File: src/rtl/spi_master_ctrl.sv
// spi_master_ctrl: SPI command-protocol master. It frames a 2-bit command and an
// 8-bit payload on SS_n/MOSI at the system clock rate. For read-data commands it
// captures the byte the slave returns on MISO.
// Optional build macro SPIM_FRAME_CNT_EN adds a 16-bit completed-frame counter output.
module spi_master_ctrl #(
   parameter int unsigned RD_WAIT    = 1,   // turnaround cycles before first MISO sample (0..7)
   parameter int unsigned GAP_CYCLES = 2    // minimum SS_n high cycles between frames (1..15)
) (
   input  logic       clk,
   input  logic       rst,
   input  logic       start,
   input  logic [1:0] cmd,
   input  logic [7:0] tx_data,
   output logic       ready,
   output logic       busy,
   output logic [7:0] rx_data,
   output logic       rx_valid,
   output logic       SS_n,
   output logic       MOSI,
   input  logic       MISO
`ifdef SPIM_FRAME_CNT_EN
   ,
   output logic [15:0] frame_cnt
`endif
);

   localparam int unsigned CNT_W     = 4;
   localparam int unsigned FRAME_W   = 11;
   localparam int unsigned BYTE_W    = 8;
   localparam int unsigned SEND_LAST = FRAME_W - 1;
   // RECV spans 7 cycles: the entry edge takes the first sample, the exit edge the last
   localparam int unsigned RECV_LAST = BYTE_W - 2;

   typedef enum logic [2:0] {
      ST_IDLE,
      ST_LEAD,
      ST_SEND,
      ST_WAIT,
      ST_RECV,
      ST_GAP
   } state_t;

   state_t               state_q, state_d;
   logic [CNT_W-1:0]     cnt_q, cnt_d;
   logic [FRAME_W-1:0]   frame_q, frame_d;
   logic [1:0]           cmd_q, cmd_d;
   logic [BYTE_W-1:0]    shift_q, shift_d;
   logic [BYTE_W-1:0]    rx_data_q, rx_data_d;
   logic                 rx_valid_q, rx_valid_d;
   logic                 ss_n_q, ss_n_d;
   logic                 mosi_q, mosi_d;
   logic                 ready_q, ready_d;
   logic                 busy_q, busy_d;
   logic                 sample_en;
`ifdef SPIM_FRAME_CNT_EN
   logic [15:0]          frame_cnt_q, frame_cnt_d;
`endif

   // State register
   always_ff @(posedge clk or posedge rst) begin
      if (rst) begin
         state_q <= ST_IDLE;
      end else begin
         state_q <= state_d;
      end
   end

   // Next-state logic: phase lengths are timed by cnt_q, which restarts on every state change
   always_comb begin
      state_d = state_q;
      case (state_q)
         ST_IDLE: if (start) state_d = ST_LEAD;
         ST_LEAD: state_d = ST_SEND;
         ST_SEND: begin
            if (cnt_q == CNT_W'(SEND_LAST)) begin
               if (cmd_q == 2'b11) begin
                  state_d = (RD_WAIT == 0) ? ST_RECV : ST_WAIT;
               end else begin
                  state_d = ST_GAP;
               end
            end
         end
         ST_WAIT: if (cnt_q == CNT_W'(RD_WAIT - 1)) state_d = ST_RECV;
         ST_RECV: if (cnt_q == CNT_W'(RECV_LAST)) state_d = ST_GAP;
         ST_GAP:  if (cnt_q == CNT_W'(GAP_CYCLES - 1)) state_d = ST_IDLE;
         default: state_d = ST_IDLE;
      endcase
   end

   // Output/datapath next values: outputs follow the state being entered, so they stay registered
   always_comb begin
      ss_n_d     = 1'b1;
      mosi_d     = 1'b0;
      ready_d    = 1'b0;
      busy_d     = 1'b1;
      rx_valid_d = 1'b0;
      rx_data_d  = rx_data_q;
      frame_d    = frame_q;
      cmd_d      = cmd_q;
      shift_d    = shift_q;
      cnt_d      = '0;
      sample_en  = (state_d == ST_RECV) || (state_q == ST_RECV);
`ifdef SPIM_FRAME_CNT_EN
      frame_cnt_d = frame_cnt_q;
`endif

      if ((state_d == state_q) && (state_q != ST_IDLE)) begin
         cnt_d = cnt_q + CNT_W'(1);
      end

      case (state_d)
         ST_IDLE: begin
            ready_d = 1'b1;
            busy_d  = 1'b0;
         end
         ST_LEAD, ST_WAIT, ST_RECV: ss_n_d = 1'b0;
         ST_SEND: begin
            ss_n_d  = 1'b0;
            mosi_d  = frame_q[FRAME_W-1];
            frame_d = {frame_q[FRAME_W-2:0], 1'b0};
         end
         default: ;
      endcase

      // Latch the request on acceptance; the first bit repeats cmd[1] as the slave's R/W select
      if ((state_q == ST_IDLE) && start) begin
         frame_d = {cmd[1], cmd, tx_data};
         cmd_d   = cmd;
      end

      if (sample_en) begin
         shift_d = {shift_q[BYTE_W-2:0], MISO};
      end

      if ((state_q == ST_RECV) && (state_d == ST_GAP)) begin
         rx_data_d  = {shift_q[BYTE_W-2:0], MISO};
         rx_valid_d = 1'b1;
      end

`ifdef SPIM_FRAME_CNT_EN
      if ((state_d == ST_GAP) && (state_q != ST_GAP)) begin
         frame_cnt_d = frame_cnt_q + 16'd1;
      end
`endif
   end

   // Output and datapath registers
   always_ff @(posedge clk or posedge rst) begin
      if (rst) begin
         cnt_q      <= '0;
         frame_q    <= '0;
         cmd_q      <= '0;
         shift_q    <= '0;
         rx_data_q  <= '0;
         rx_valid_q <= 1'b0;
         ss_n_q     <= 1'b1;
         mosi_q     <= 1'b0;
         ready_q    <= 1'b1;
         busy_q     <= 1'b0;
      end else begin
         cnt_q      <= cnt_d;
         frame_q    <= frame_d;
         cmd_q      <= cmd_d;
         shift_q    <= shift_d;
         rx_data_q  <= rx_data_d;
         rx_valid_q <= rx_valid_d;
         ss_n_q     <= ss_n_d;
         mosi_q     <= mosi_d;
         ready_q    <= ready_d;
         busy_q     <= busy_d;
      end
   end

`ifdef SPIM_FRAME_CNT_EN
   // Completed-frame counter, bumped on entry to GAP
   always_ff @(posedge clk or posedge rst) begin
      if (rst) begin
         frame_cnt_q <= '0;
      end else begin
         frame_cnt_q <= frame_cnt_d;
      end
   end

   assign frame_cnt = frame_cnt_q;
`endif

   assign ready    = ready_q;
   assign busy     = busy_q;
   assign rx_data  = rx_data_q;
   assign rx_valid = rx_valid_q;
   assign SS_n     = ss_n_q;
   assign MOSI     = mosi_q;

endmodule

File: config.mk
export PLATFORM = sky130hd
export DESIGN_NAME = spi_master_ctrl
export DESIGN_NICKNAME = d
export VERILOG_FILES = /design/src/rtl/spi_master_ctrl.sv
export SDC_FILE = /design/constraint.sdc
export NUM_CORES = 1
export LEC_CHECK = 0
export CAP_MARGIN = 0
export CORE_UTILIZATION = 50
export CTS_BUF_LIST = sky130_fd_sc_hd__clkbuf_4 sky130_fd_sc_hd__clkbuf_8
export CTS_CLUSTER_DIAMETER = 30
export DETAILED_ROUTE_END_ITERATION = 10
export GPL_TIMING_DRIVEN = 0
export PLACE_DENSITY = 0.82
export SETUP_SLACK_MARGIN = 0.02
export SYNTH_ARGS = -nofsm -noshare
export SYNTH_HDL_FRONTEND = slang
export SYNTH_SLANG_ARGS = --single-unit
export TNS_END_PERCENT = 20
File: constraint.sdc
create_clock -name clk -period 2.7 [get_ports clk]
set_input_delay 0.54 -clock clk [delete_from_list [all_inputs] [get_ports clk]]
set_output_delay 0.54 -clock clk [all_outputs]
set_load 0.01 [all_outputs]
## Word-level counts from Yosys, hierarchy flattened

Cells that the tools add are included.

| word-level totals | value |
|---|---|
| memory bits (read-only) | 0 |
| memories kept | 0 |
| input port bits | 14 |
| memory bits (writable) | 0 |
| latch bits | 0 |
| logic and storage cells | 52 |
| register bits | 40 |

| operators by class | value |
|---|---|
| $lt $le $gt $ge | 0 |
| multiplexer cells | 15 |
| shifts and indexed selects | 0 |
| eq/ne operators | 15 |
| bitwise logic cells | 0 |
| reduce and logical (&&, ||, !) cells | 10 |
| multiply operators | 0 |
| add/subtract/negate cells | 1 |
| divide/modulo/power cells | 0 |

Operators with widths:

| cell | count |
|---|---|
| 11-bit 2-to-1 mux | 2 |
| 3-bit 2-to-1 mux | 6 |
| 3-bit case mux with 6 select lines | 1 |
| 3-bit by 2-bit equality test with 1-bit output (second input constant) | 4 |
| 3-bit equality test (second input constant) | 4 |
| 3-bit by 1-bit equality test with 1-bit output (second input constant) | 2 |
| 3-bit zero test | 2 |
| 1-bit 2-to-1 mux | 5 |
| 4-bit by 1-bit adder with 4-bit output (second input constant) | 1 |
| 4-bit by 1-bit equality test with 1-bit output (second input constant) | 1 |
| 4-bit by 3-bit equality test with 1-bit output (second input constant) | 1 |
| 4-bit equality test (second input constant) | 1 |
| 4-bit zero test | 1 |
| 4-bit 2-to-1 mux | 1 |
| 4-bit OR reduction | 1 |
| 3-bit equality test | 1 |
| 1-bit logical AND | 3 |
| 3-bit nonzero test | 1 |
| 2-bit equality test (second input constant) | 1 |
| 2-bit nonzero test | 1 |
| 1-bit logical OR | 1 |

## Logic depth before layout (Yosys ltp)

Gate-level depths: netlist of run 1.

| logic depth | value |
|---|---|
| word-level depth | 7 |
| gate-level depth with buffers | 10 |
| mapped depth without buffers | 8 |

## Least setup slack after synthesis of run 1

Ideal clock, no wire load.

| timing | value |
|---|---|
| kind | reg-to-reg |
| start | register cnt_q[0] |
| end | register state_q[0] |
| cell stages (with the launch flop) | 10 |
| buffers on the path | 2 |
| arrival | 1.738 ns |
| clock period less this slack | 1.869 ns |
| slack | 0.831 ns |
| data required time | 2.569 ns |
| cell sequence | dfrtp_1 -> inv_1 -> ha_1 -> nand2b_1 -> or2_1 -> buf_2 -> inv_2 -> buf_2 -> a21o_1 -> or3_1 |

| between the ends | value |
|---|---|
| longest elaborated chain between the ends | 3 |

Ends and longest elaborated chain:

| what | RTL line | RTL |
|---|---|---|
| start, declared | 44 | `logic [CNT_W-1:0] cnt_q, cnt_d;` |
| start signal, assigned | 161 | `cnt_q <= cnt_d;` |
| 4-bit by 1-bit equality test with 1-bit output, or another cell as far along | 85 | `ST_GAP: if (cnt_q == CNT_W'(GAP_CYCLES - 1)) state_d = ST_IDLE;` |
| 3-bit 2-to-1 mux, on equally long branches | - |  |
| 3-bit case mux with 6 select lines (*) | 71 | `case (state_q)` |
| via state_d[0] | 43 | `state_t state_q, state_d;` |
| end signal, assigned | 64 | `state_q <= state_d;` |
| end, declared | 43 |  |

The timed path passes the listed nets; every way through them passes the cells marked *.
A chain may end at the register's enable or synchronous reset.

## Worst setup path in the final report of run 1

| timing | value |
|---|---|
| start | register cnt_q[0] |
| end | register ss_n_q (netlist: SS_n) |

| between the ends | value |
|---|---|
| longest elaborated chain between the ends | 6 |

Ends and longest elaborated chain:

| what | RTL line | RTL |
|---|---|---|
| 4-bit by 1-bit equality test with 1-bit output, or another cell as far along | 85 |  |
| 3-bit 2-to-1 mux, on equally long branches | - |  |
| 3-bit case mux with 6 select lines (*) | 71 |  |
| 3-bit equality test, or another cell as far along | 111 | `case (state_d)` |
| 4-bit OR reduction (no source line) (*) | - |  |
| 1-bit 2-to-1 mux (*) | 111 |  |
| via ss_n_d | 50 | `logic ss_n_q, ss_n_d;` |
| end signal, assigned | 167 | `ss_n_q <= ss_n_d;` |
| end, declared | 50 |  |

Marks and branches as above.

==> results of run 1 <==
-- per-layer routing --
layer,track usage (%),vias to the layer above,routed length (um)
li1,-,680,-
met1,26.11,691,1590
met2,30.65,35,1665
met3,3.261,7,128
met4,9.884,0,75
met5,0,-,0
-- report_power, final --
part / total, mW / switching [mW] / internal [mW]
Combinational: 1.06 / 0.565 / 0.494
Sequential: 0.952 / 0.125 / 0.826
Clock: 0.521 / 0.196 / 0.326
-- cells by family after synthesis --
kind of cell | after synthesis | synth area share [%]
and+or+nand+nor | 87 | 22.33
DFF | 40 | 53.79
AOI/OAI and AO/OA | 23 | 11.20
buffers and inverters | 17 | 4.293
muxes | 8 | 4.762
adders and majority gates | 4 | 2.683
xor gates and xnor gates | 2 | 0.9391
-- state kept, by name, indices dropped and copies added, names as in the netlist --
signal    flops
frame_q      11
rx_data       8
shift_q       7
cnt_q         4
state_q       3
cmd_q         2
MOSI          1
SS_n          1
busy          1
ready         1
rx_valid      1
-- area by class of cell --
type / instances / area (sq um)
fill: 277 / 1132
clock buffer: 7 / 96.34
buffer: 8 / 46.29
sequential: 40 / 1003
multi-input combinational: 124 / 782.0
inverter: 9 / 33.78
clock inverter: 1 / 30.03
tap: 46 / 57.56
timing repair buffer: 26 / 260.3
-- layout by cell type, fill, tap and decap left out, drive strengths merged, types with 3 or more instances in the layout --
| master | Yosys | routed |
|---|---|---|
| nand2 | 50 | 50 |
| dfrtp | 38 | 38 |
| clkdlybuf4s50 | 0 | 26 |
| nand3 | 9 | 9 |
| inv | 9 | 9 |
| clkbuf | 2 | 9 |
| nor2 | 8 | 8 |
| mux2 | 7 | 7 |
| o211ai | 7 | 7 |
| buf | 6 | 6 |
| nand2b | 5 | 5 |
| ha | 4 | 4 |
| a311oi | 3 | 3 |
| nor3 | 3 | 3 |
-- critical path, delay by kind of cell, from the launching register on --
kind | cells | cell delay (ps)
buffers and inverters | 4 | 570
adders and majority gates | 1 | 240
and+or+nand+nor | 3 | 420
AOI/OAI and AO/OA | 1 | 210
muxes | 1 | 250
DFF | 1 | 420
-- metrics by stage --
step | cells | setup slack [ps]
4_1_cts | 261 | 517.5
6_report | 261 | 522.4
5_1_grt | 261 | 325.0
3_5_place_dp | 253 | 269.3
3_3_place_gp | 253 | 309.0
2_1_floorplan | 181 | 830.8
-- worst paths after layout --
| kind | start | end | slack [ps] |
|---|---|---|---|
| setup / recovery | cnt_q[0] | SS_n | 520 |
| hold / removal | rx_data[3] | rx_data[3] | 480 |
| setup reg to reg | cnt_q[0] | SS_n | 520 |
| hold reg to reg | rx_data[3] | rx_data[3] | 480 |
| max in group asynchronous | rst | frame_q[3] | 1480 |
| min in group asynchronous | rst | rx_data[0] | 730 |
==> metrics.txt, run 1 <==
CP Max Fanout=10; worst IR drop on VDD=0.5231 mV; clock tree buffer depth=2; minimum clock period=2178 ps; antenna fix cells=0; Clock Pin Slew Worst Setup and Hold Paths=70 ps; largest net degree at the start of global routing=41; EDFF count, synth=0; Vias=1413; Clk Latency, worst-skew pair=280 ps; CTS tree=yes; Critical-path top delay cell=dfrtp_1; drt total wl=3.460 mm; GRT overflow=0; clock sink total=40; Post-DRT Antenna Nets=0; worst hold slack=480.8 ps; yosys warns=0; Avg Vias per Cell=5.414; clock skew=2.442 ps; Distinct cells, synth=39; # nets final=232; H-tree lvl count=2; top cell type's share of synthesized area=50.97%; min-delay worst type=reg2reg; post-CTS setup buffer count=0; HPWL after DPL=2.393 mm; relative slew slack=47.27%; Synth top cells by count=nand2_1, dfrtp_1, nand3_1, inv_1, nor2_1; Worst EP required=2900 ps; routed len/inst=13.26 um; Worst setup EP type=flip-flop; Syn Inst Count=181; share of cells above drive strength 1=15.35%; LEAKAGE=1.052 nW; FMAX=459.2 MHz; FF+latch count, synth=40; Primary FF master, synth=dfrtp_1; final instance area=0.002310 sq mm; WP data arrival=2380 ps; IO Pins=27; first-pass GRT wire length=6.023 mm; Max Cap Viol=0; die area=0.003979 sq mm; Hold Buf Count CTS=0; core outline area=0.003442 sq mm; Initial DRT Pass Iterations=4; CTS resizes=0; RSZ-0062 raised after global routing=false; worst-case reg-to-reg path depth=10; Netlist Area Pre-Place=0.001866 sq mm; endpoints failing hold=0; number of global-route vias before repair=1332; chip height=63.08 um; post-synthesis sequential area ratio=53.79%; Fin Setup TNS=0 ps; max-slew violations=0; Async S/R FF share, synth=100.0%; DRC viols=0; PD cells=1096 mW/mm^2; CP Cell Sequence=inv_1, ha_1, nand2b_1, or2_1, buf_2, inv_2, buf_2, a21o_1, nor3_2, mux2i_1; CP peak stage delay=420 ps; CTS Root Buffer Type=clkbuf_8; num rows=21; # setup viols final=0; Starting Density=54.20%; synth top area cells=dfrtp_1, nand2_1, mux2_2; total CTS buffers=5; critical path class=reg2reg; Most common cell on crit path=buf_2; IO buf count=26; cell taking the most area after synthesis=dfrtp_1; Detailed Route Iter0 Violations=73; Final Util=67.10%; chip width=63.08 um; Layout area overhead=23.81%; syn nets=199; crit path launch type=flip-flop; Avg Synthesized Cell Area=10.31 sq um; post-layout total power=2.532 mW; Global Route Usage Sum=19.54%; GP Congestion=0.8095; Worst Hold Depth=2; top-count cell post-synth=nand2_1; Slew @ Worst Pin=789.7 ps; instance area at placement=0.002183 sq mm; fin crit share=80.65%; status=completed; initial antenna violation count=0
Note: power is estimated with default switching activity, not from simulation.
==> run 2: changes to the inputs <==
--- a/config.mk
+++ b/config.mk
@@ -11,7 +11,7 @@
 export CTS_CLUSTER_DIAMETER = 30
 export DETAILED_ROUTE_END_ITERATION = 10
 export GPL_TIMING_DRIVEN = 0
-export PLACE_DENSITY = 0.82
+export PLACE_DENSITY = 0.85
 export SETUP_SLACK_MARGIN = 0.02
 export SYNTH_ARGS = -nofsm -noshare
 export SYNTH_HDL_FRONTEND = slang
==> constraint.sdc (replaced) <==
create_clock -name clk -period 1.95 [get_ports clk]
set_input_delay 0.39 -clock clk [delete_from_list [all_inputs] [get_ports clk]]
set_output_delay 0.39 -clock clk [all_outputs]
set_load 0.01 [all_outputs]
==> metrics.txt, run 2 (same netlist as run 1, synthesis figures left out) <==
Worst EP required=2140 ps; Starting Density=54.20%; worst IR drop on VDD=0.6860 mV; Fin Setup TNS=-368.5 ps; DRC viols=0; Detailed Route Iter0 Violations=127; LEAKAGE=1.119 nW; PD cells=1542 mW/mm^2; clock sink total=40; R2R setup slack=-100 ps; die area=0.003979 sq mm; CP Cell Sequence=buf_6, ha_4, nand2b_1, or2_1, buf_6, inv_2, a221oi_4, buf_6, buf_6, nand3_1, o211ai_1; Worst setup EP type=flip-flop; Most common cell on crit path=buf_6; largest net degree at the start of global routing=41; initial antenna violation count=0; chip height=63.08 um; Hold Buf Count CTS=0; Initial DRT Pass Iterations=4; Max Cap Viol=0; GP Congestion=0.8344; Layout area overhead=33.74%; crit path launch type=flip-flop; IO Pins=27; drt total wl=3.983 mm; relative slew slack=47.72%; share of cells above drive strength 1=25.11%; WP data arrival=2250 ps; fin crit share=105.3%; max-slew violations=0; Slew @ Worst Pin=783.0 ps; CP Max Fanout=5; Critical-path top delay cell=dfrtp_1; HPWL after DPL=2.463 mm; Post-DRT Antenna Nets=0; Final Util=72.48%; Setup WS pre-CTS=-287.5 ps; GRT overflow=0; min-delay worst type=reg2reg; total CTS buffers=5; FMAX=487.1 MHz; minimum clock period=2053 ps; routed len/inst=14.59 um; post-layout total power=3.847 mW; Clock Pin Slew Worst Setup and Hold Paths=70 ps; Clk Latency, worst-skew pair=290 ps; Final WS setup=-102.9 ps; critical path class=reg2reg; endpoints failing hold=0; antenna fix cells=0; core outline area=0.003442 sq mm; failing checks=setup timing; CP peak stage delay=420 ps; Vias=1464; # nets final=244; number of global-route vias before repair=1396; most common cell after layout, fill and taps aside=nand2_1; CTS Root Buffer Type=clkbuf_8; # setup viols final=12; H-tree lvl count=2; clock tree buffer depth=2; CTS tree=yes; status=finished with violations; RSZ-0062 raised after global routing=true; num rows=21; Global Route Usage Sum=20.08%; first-pass GRT wire length=6.113 mm; clock skew=6.817 ps; chip width=63.08 um; most flop-heavy register=frame_q; Largest register FFs=11; commonest non-fill, non-tap cells in the layout=nand2_1, dfrtp_1, clkdlybuf4s50_1; Avg Vias per Cell=5.363; IO buf count=26
-- run 2: critical path, delay by kind of cell (launching register included) --
kind	cells	cell delay [ps]
AO/OA/AOI/OAI	2	410
buffers and inverters	5	590
flip-flops	1	420
AND/OR/NAND/NOR	3	380
adder cells (fa/ha/maj)	1	160
-- run 2: layout make-up --
class | count | area (sq um)
inverter | 9 | 33.78
tap | 46 | 57.56
clock buffer | 8 | 97.59
sequential | 40 | 1008
multi-input combinational | 124 | 867.1
buffer | 8 | 60.06
timing repair buffer | 38 | 370.4
fill | 238 | 947.2
-- run 2: metal layers --
metal  part of all wire, %  up-vias  GRT usage [%]  wire length [um]
met5                     0        -              0                 0
li1                      -      701              -                 -
met3                   4.1       10          6.159               165
met4                   2.0        0          9.012                78
met2                    51       37          31.05              2029
met1                    43      716          25.85              1709
-- run 2: path summary, 6_finish.rpt --
| path | from | end | cells past startpoint |
|---|---|---|---|
| worst max-delay path | cnt_q[1] | frame_q[2] | 11 |
| worst min-delay path | shift_q[6] | rx_data[7] | 2 |
| worst max register to register | cnt_q[1] | frame_q[2] | 11 |
| worst min register to register | shift_q[6] | rx_data[7] | 2 |
| max in group asynchronous | rst | cnt_q[3] | 2 |
| min in group asynchronous | rst | frame_q[2] | 2 |
-- run 2: what timing repair did --
action                     4_1_cts  5_1_grt
setup buffers                    2       10
setup endpoints to repair       17       15
hold endpoints to repair         0        0
pin swaps                        2       12
gates resized for setup          8       23
-- run 2: where the power goes --
group / leakage, nW / switching (mW) / total, mW / internal [mW]
clock network: 0.0523 / 0.262 / 0.579 / 0.316
logic: 0.565 / 0.941 / 1.92 / 0.981
registers: 0.501 / 0.197 / 1.35 / 1.15
total: 1.12 / 1.40 / 3.85 / 2.45
-- run 2: metrics by stage --
stage / hold slack [ps] / instance area (sq um) / instances
floorplan: 434.8 / 1866 / 181
global placement: 453.1 / 2183 / 253
detailed placement: 464.1 / 2183 / 253
CTS: 471.2 / 2333 / 263
global route: 497.4 / 2495 / 273
finish: 466.2 / 2495 / 273
==> run 3: changes to the inputs <==
--- a/config.mk
+++ b/config.mk
@@ -5,10 +5,10 @@
 export SDC_FILE = /design/constraint.sdc
 export NUM_CORES = 1
 export LEC_CHECK = 0
-export CAP_MARGIN = 0
 export CORE_UTILIZATION = 50
 export CTS_BUF_LIST = sky130_fd_sc_hd__clkbuf_4 sky130_fd_sc_hd__clkbuf_8
 export CTS_CLUSTER_DIAMETER = 30
+export CTS_CLUSTER_SIZE = 8
 export DETAILED_ROUTE_END_ITERATION = 10
 export GPL_TIMING_DRIVEN = 0
 export PLACE_DENSITY = 0.85
==> results of run 3 <==
The final DEF is identical to that of run 2; final timing and power are the same.
